[src/rtl/gbus_rx_unit.sv]
// Global-bus receive unit: filters bus beats for this core, buffers them and drains them into local memory.
// Optional `GBUS_RX_STATS_EN` adds write and stall statistics counters.
module gbus_rx_unit #(
    parameter int GBUS_DATA_WIDTH  = 64,
    parameter int GBUS_ADDR_WIDTH  = 16,
    parameter int LOCAL_ADDR_WIDTH = 10,
    parameter int FIFO_DEPTH       = 4,
    parameter int CNT_WIDTH        = 16
) (
    input  logic                                        clk,
    input  logic                                        rst_n,
    input  logic [GBUS_ADDR_WIDTH-1:0]                  gbus_addr,
    input  logic                                        gbus_wen,
    input  logic [GBUS_DATA_WIDTH-1:0]                  gbus_wdata,
    input  logic [GBUS_ADDR_WIDTH-LOCAL_ADDR_WIDTH-1:0] cfg_core_sel,
    input  logic [CNT_WIDTH-1:0]                        cfg_expect_cnt,
    input  logic                                        start,
    output logic                                        mem_wen,
    output logic [LOCAL_ADDR_WIDTH-1:0]                 mem_addr,
    output logic [GBUS_DATA_WIDTH-1:0]                  mem_wdata,
    input  logic                                        mem_ready,
    output logic                                        busy,
    output logic                                        done,
    output logic                                        overflow_err,
`ifdef GBUS_RX_STATS_EN
    output logic [CNT_WIDTH-1:0]                        stat_beats,
    output logic [CNT_WIDTH-1:0]                        stat_stall,
`endif
    output logic [CNT_WIDTH-1:0]                        stray_cnt
);

    localparam int SEL_W   = GBUS_ADDR_WIDTH - LOCAL_ADDR_WIDTH;
    localparam int ENTRY_W = LOCAL_ADDR_WIDTH + GBUS_DATA_WIDTH;
    localparam int PTR_W   = $clog2(FIFO_DEPTH);

    localparam logic [SEL_W-1:0]     SEL_BCAST = '1;
    localparam logic [CNT_WIDTH-1:0] CNT_ONE   = 1;
    localparam logic [CNT_WIDTH-1:0] CNT_MAX   = '1;
    localparam logic [PTR_W:0]       PTR_ONE   = 1;

    typedef enum logic [1:0] {
        IDLE = 2'd0,
        RECV = 2'd1,
        DONE = 2'd2
    } state_t;

    state_t                 state_q, state_d;
    logic [PTR_W:0]         wr_ptr_q, wr_ptr_d;
    logic [PTR_W:0]         rd_ptr_q, rd_ptr_d;
    logic [CNT_WIDTH-1:0]   exp_q, exp_d;
    logic [CNT_WIDTH-1:0]   push_cnt_q, push_cnt_d;
    logic [CNT_WIDTH-1:0]   pop_cnt_q, pop_cnt_d;
    logic [CNT_WIDTH-1:0]   stray_q, stray_d;
    logic                   overflow_q, overflow_d;
    logic                   busy_q, busy_d;
    logic                   done_q, done_d;
`ifdef GBUS_RX_STATS_EN
    logic [CNT_WIDTH-1:0]   stat_beats_q, stat_beats_d;
    logic [CNT_WIDTH-1:0]   stat_stall_q, stat_stall_d;
`endif

    logic [ENTRY_W-1:0]     fifo_mem [FIFO_DEPTH];
    logic [ENTRY_W-1:0]     fifo_head;
    logic [SEL_W-1:0]       beat_sel;
    logic                   beat_match;
    logic                   fifo_empty;
    logic                   fifo_full;
    logic                   in_frame;
    logic                   do_push;
    logic                   do_pop;
    logic                   beat_lost;
    logic                   beat_stray;
    logic                   start_accept;

    assign beat_sel   = gbus_addr[GBUS_ADDR_WIDTH-1:LOCAL_ADDR_WIDTH];
    assign beat_match = gbus_wen && ((beat_sel == cfg_core_sel) || (beat_sel == SEL_BCAST));

    // Extra pointer MSB distinguishes full from empty when the index bits coincide.
    assign fifo_empty = (wr_ptr_q == rd_ptr_q);
    assign fifo_full  = (wr_ptr_q[PTR_W] != rd_ptr_q[PTR_W]) &&
                        (wr_ptr_q[PTR_W-1:0] == rd_ptr_q[PTR_W-1:0]);
    assign fifo_head  = fifo_mem[rd_ptr_q[PTR_W-1:0]];

    assign mem_wen   = !fifo_empty && (state_q == RECV);
    assign mem_addr  = fifo_empty ? '0 : fifo_head[ENTRY_W-1:GBUS_DATA_WIDTH];
    assign mem_wdata = fifo_empty ? '0 : fifo_head[GBUS_DATA_WIDTH-1:0];

    assign do_pop       = mem_wen && mem_ready;
    assign in_frame     = (state_q == RECV) && (push_cnt_q < exp_q);
    assign do_push      = beat_match && in_frame && (!fifo_full || do_pop);
    assign beat_lost    = beat_match && in_frame && fifo_full && !do_pop;
    assign beat_stray   = beat_match && !in_frame;
    assign start_accept = (state_q == IDLE) && start;

    always_comb begin
        state_d    = state_q;
        wr_ptr_d   = wr_ptr_q;
        rd_ptr_d   = rd_ptr_q;
        exp_d      = exp_q;
        push_cnt_d = push_cnt_q;
        pop_cnt_d  = pop_cnt_q;
        stray_d    = stray_q;
        overflow_d = overflow_q;

        if (do_push) begin
            wr_ptr_d   = wr_ptr_q + PTR_ONE;
            push_cnt_d = push_cnt_q + CNT_ONE;
        end
        if (do_pop) begin
            rd_ptr_d  = rd_ptr_q + PTR_ONE;
            pop_cnt_d = pop_cnt_q + CNT_ONE;
        end
        if (beat_lost) begin
            overflow_d = 1'b1;
        end
        if (beat_stray && (stray_q != CNT_MAX)) begin
            stray_d = stray_q + CNT_ONE;
        end

        // Exit looks at the post-pop count so done follows the last write by one cycle.
        case (state_q)
            IDLE: begin
                if (start) begin
                    state_d    = RECV;
                    exp_d      = cfg_expect_cnt;
                    push_cnt_d = '0;
                    pop_cnt_d  = '0;
                    overflow_d = 1'b0;
                end
            end
            RECV: begin
                if (pop_cnt_d == exp_q) begin
                    state_d = DONE;
                end
            end
            DONE:    state_d = IDLE;
            default: state_d = IDLE;
        endcase

        busy_d = (state_d == RECV);
        done_d = (state_d == DONE);
    end

`ifdef GBUS_RX_STATS_EN
    always_comb begin
        stat_beats_d = stat_beats_q;
        stat_stall_d = stat_stall_q;
        if (start_accept) begin
            stat_beats_d = '0;
            stat_stall_d = '0;
        end else begin
            if (do_pop && (stat_beats_q != CNT_MAX)) begin
                stat_beats_d = stat_beats_q + CNT_ONE;
            end
            if (mem_wen && !mem_ready && (stat_stall_q != CNT_MAX)) begin
                stat_stall_d = stat_stall_q + CNT_ONE;
            end
        end
    end

    always_ff @(posedge clk or negedge rst_n) begin
        if (!rst_n) begin
            stat_beats_q <= '0;
            stat_stall_q <= '0;
        end else begin
            stat_beats_q <= stat_beats_d;
            stat_stall_q <= stat_stall_d;
        end
    end

    assign stat_beats = stat_beats_q;
    assign stat_stall = stat_stall_q;
`else
    logic unused_start_accept;
    assign unused_start_accept = start_accept;
`endif

    always_ff @(posedge clk or negedge rst_n) begin
        if (!rst_n) begin
            state_q    <= IDLE;
            wr_ptr_q   <= '0;
            rd_ptr_q   <= '0;
            exp_q      <= '0;
            push_cnt_q <= '0;
            pop_cnt_q  <= '0;
            stray_q    <= '0;
            overflow_q <= 1'b0;
            busy_q     <= 1'b0;
            done_q     <= 1'b0;
        end else begin
            state_q    <= state_d;
            wr_ptr_q   <= wr_ptr_d;
            rd_ptr_q   <= rd_ptr_d;
            exp_q      <= exp_d;
            push_cnt_q <= push_cnt_d;
            pop_cnt_q  <= pop_cnt_d;
            stray_q    <= stray_d;
            overflow_q <= overflow_d;
            busy_q     <= busy_d;
            done_q     <= done_d;
        end
    end

    // Storage needs no reset: the empty flag masks stale entries from the outputs.
    always_ff @(posedge clk) begin
        if (do_push) begin
            fifo_mem[wr_ptr_q[PTR_W-1:0]] <= {gbus_addr[LOCAL_ADDR_WIDTH-1:0], gbus_wdata};
        end
    end

    assign busy         = busy_q;
    assign done         = done_q;
    assign overflow_err = overflow_q;
    assign stray_cnt    = stray_q;

endmodule

[config.mk]
export PLATFORM = sky130hd
export DESIGN_NAME = gbus_rx_unit
export DESIGN_NICKNAME = d
export VERILOG_FILES = /design/src/rtl/gbus_rx_unit.sv
export SDC_FILE = /design/constraint.sdc
export NUM_CORES = 1
export LEC_CHECK = 0
export BUFFER_PORTS_ARGS = -buffer_cell sky130_fd_sc_hd__clkbuf_2
export CAP_MARGIN = 15
export CORE_MARGIN = 5
export CORE_UTILIZATION = 35
export DETAILED_ROUTE_END_ITERATION = 16
export GPL_TIMING_DRIVEN = 1
export RECOVER_POWER = 50
export SYNTH_ARGS = -nofsm -noshare
export SYNTH_HDL_FRONTEND = slang
export SYNTH_SLANG_ARGS = --single-unit
[constraint.sdc]
create_clock -name clk -period 5.8 [get_ports clk]
set_input_delay 0.29 -clock clk [delete_from_list [all_inputs] [get_ports clk]]
set_output_delay 0.29 -clock clk [all_outputs]
set_load 0.01 [all_outputs]
==> impl_results.md <==
* Antenna-violating nets left at 0
* Clock root buffer: clkbuf_16
* #FFs+latches synth at 371
* Cell area after layout at 19,500 µm²
* CTS tree: built
* WHS at 0.238 ns
* Sw frac at 0.308
* Clock transition at the registers of the reported paths at 0.06 ns
* Post-CTS setup buffer count at 0
* RSZ-0062 raised after global routing: false
* Uppermost routed layer: met5
* Critical Path Source Type: flop
* Clk_skew at 0.0244 ns
* First-pass GRT wire length at 56.2 mm
* DR WL met3 at 2.27 mm
* Total gr overflow at 0
* Register area share after synthesis at 0.687
* Worst EP arrival at 4.43 ns
* # rows at 77
* Starting DRT DRC Count at 696
* Cell Count, Final, Fillers Out at 1,887
* Synth async-reset ratio at 0.202
* Tcrit/Tclk final at 0.722
* Worst path max stage delay at 1.09 ns
* Sequential Area at 10,800 µm²
* Tmin final at 4.19 ns
* Fmax at 239 MHz
* Routed wire length per instance at 18.6 µm
* Syn nets at 1,085
* Most used cell, CP: nor2_1
* Failing checks: capacitance limit, slew limit
* GRT Total Usage at 0.143
* Post-DP HPWL at 22.3 mm
* Vias in the first global route at 9,769
* Clock power frac at 0.312
* Post-Route Setup TNS at 0 ns
* Max Slew Vio Count at 78
* WL met1 at 15.6 mm
* Vias per Instance at 4.88
* Switching power at 2520 µW
* Ports at 201
* Starting Density at 0.354
* Yosys warnings at 0
* EDFF count, synth at 296
* Mapped Cells at 955
* Status: finished with violations
* Layout Utilization at 0.441
* Filler cells at 3,986
* Post-synth top flop: edfxtp_1
* DIE HEIGHT at 222 µm
* H-tree depth at 2
* RePlAce Congestion at 0.850
* Placed cell area at 17,400 µm²
* Clock buffer depth at 3
* Layout cells sized above 1 at 0.208
* Resized cells post-CTS at 0
* Maximum fanout along the worst path at 56
* Final Setup Violations at 0
* Hold Crit Class: input pin to flop
* Cell total after placement at 1,721
* Slew HR at -0.286
* CTS sink count at 371
* Most common cell after layout, fill and taps aside: edfxtp_1
* Post-Syn Area at 15,700 µm²
* Maximum ir drop on the vdd rail at 0.000325 V
* Max_cap viols at 2
* Routed WL at 35.2 mm
* Comb pwr share at 0.313
* Final Hold Fails at 0
* Pint at 5670 µW
* Slowest-stage cell, CP: dfrtp_1
* Slew @ Worst Pin at 1.93 ns
* CP required at 6.05 ns
* Num CTS Buffers at 41
* Yosys cell types at 62
* CP endpoint kind: flop
* Port buffer count at 200
* Critical path, cell by cell: xnor2_1 > and2_1 > nand2_1 > nor2_1 > nor2_1 > and2_4 > buf_4
* PD cells at 420 nW/µm²
* Antenna violations before repair at 3
* Vias at 9,208
* Die Area at 49,100 µm²
* Post-route DRC at 0
* Nets at 1,393
* Worst-skew pair later-pin latency at 0.56 ns
* Synthesis-to-layout area growth at 24.4%
* Met2 wire len at 16.6 mm
* Die Wd at 222 µm
* Crit Path Class: flop to flop
* Static leakage power at 0.00698 µW
* Syn_area_per_cell at 16.4 µm²
* Pin count of the biggest net entering global routing at 75
* Sequential fraction of design power at 0.376
* Hold Path Depth at 3
* Core ar. at 44,200 µm²
* Most frequent cells in the layout: edfxtp_1 (296), clkbuf_2 (106), clkbuf_1 (105)
* 1st-pass router iterations at 9
* Area of the multi-input gates at 4640 µm²
* Register-to-Register Path Depth at 7
per-stage QoR:
| stage | total power, µW | setup slack, ns |
|---|---|---|
| finish | 8190 | 1.61 |
| global route | 8670 | 1.21 |
| floorplan | 4760 | 1.63 |
| CTS | 8370 | 1.83 |
| detailed placement | 5730 | 1.87 |
| global placement | 5730 | 1.95 |
worst max-delay path: cells and delay by family, from the launching register on:
family | cells | cell delay [ns]
simple gates | 5 | 2.13
flops | 1 | 1.09
xor+xnor | 1 | 0.29
buf+inv | 1 | 0.35
cell type report:
class | instances | share of cell area
Sequential cell | 371 | 0.553
Multi-Input combinational cell | 521 | 0.238
Timing Repair Buffer | 307 | 0.0980
Clock buffer | 57 | 0.0594
Tap cell | 592 | 0.0380
Clock inverter | 16 | 0.00937
Inverter | 21 | 0.00404
Antenna cell | 2 | 0.000257
power groups by stage:
| stage | registers, µW | logic (µW) | clock network, µW |
|---|---|---|---|
| global placement | 3140 | 2590 | 0 |
| global route | 3090 | 2820 | 2760 |
| CTS | 3080 | 2660 | 2630 |
| floorplan | 3080 | 1680 | 0 |
| finish | 3080 | 2560 | 2550 |
| detailed placement | 3140 | 2590 | 0 |
per-layer routing:
layer  vias up  global-route usage
li1       4274                   -
met1      4616               0.193
met2       262               0.232
met3        54              0.0387
met4         2              0.0354
met5         -                   0
worst paths after layout:
kind,from,end,slack [ns]
max,rd_ptr_q[1]$_DFFE_PN0N_,fifo_mem[0][2]$_DFFE_PP_,1.61
min,start,busy$_DFF_PN0_,0.24
max reg2reg,rd_ptr_q[1]$_DFFE_PN0N_,fifo_mem[0][2]$_DFFE_PP_,1.61
min reg2reg,stray_cnt[6]$_DFFE_PN0P_,stray_cnt[6]$_DFFE_PN0P_,0.50
max in group asynchronous,rst_n,rd_ptr_q[0]$_DFFE_PN0N_,3.50
min in group asynchronous,rst_n,stray_cnt[10]$_DFFE_PN0P_,0.81
repair_timing:
action | 4_1_cts | 5_1_grt
hold buffers | 91 | 0
hold endpoints to repair | 345 | 0
endpoints found under the setup margin | 0 | 0
synth_stat cells (3+ instances only):
cell type / number / area share
a21o_1: 3 / 0.0014
a21oi_1: 12 / 0.0038
a31oi_1: 4 / 0.0016
and2_1: 85 / 0.034
and3_1: 11 / 0.0044
and4_1: 5 / 0.0028
buf_1: 6 / 0.0014
buf_2: 5 / 0.0016
clkbuf_1: 30 / 0.0072
dfrtp_1: 75 / 0.12
edfxtp_1: 296 / 0.57
ha_1: 23 / 0.018
inv_1: 21 / 0.0050
mux4_2: 74 / 0.11
nand2_1: 49 / 0.012
nand2b_1: 4 / 0.0016
nand3_1: 18 / 0.0058
nand4_1: 14 / 0.0056
nor2_1: 49 / 0.012
nor2b_1: 4 / 0.0016
nor3_1: 8 / 0.0026
nor4_1: 12 / 0.0048
nor4b_1: 3 / 0.0017
o211ai_1: 3 / 0.0014
o21ai_0: 27 / 0.0086
or3_1: 3 / 0.0012
xnor2_1: 50 / 0.028
xor2_1: 15 / 0.0084
kinds of logic after synthesis:
kind of cell	after synthesis	share of synthesized area
flops	371	0.687
compound gates	72	0.0298
fa+ha+maj	23	0.0184
buf+inv	63	0.0156
xor+xnor	68	0.0402
mux	78	0.109
simple gates	280	0.0998
state kept, by name, summed over array words and instances, names as in the netlist, 2 cells and up:
signal	count
state_q	2
wr_ptr_q	3
stray_cnt	16
exp_q	16
rd_ptr_q	3
pop_cnt_q	16
push_cnt_q	16
fifo_mem	296
No activity file was read; power rests on OpenSTA's default activity.
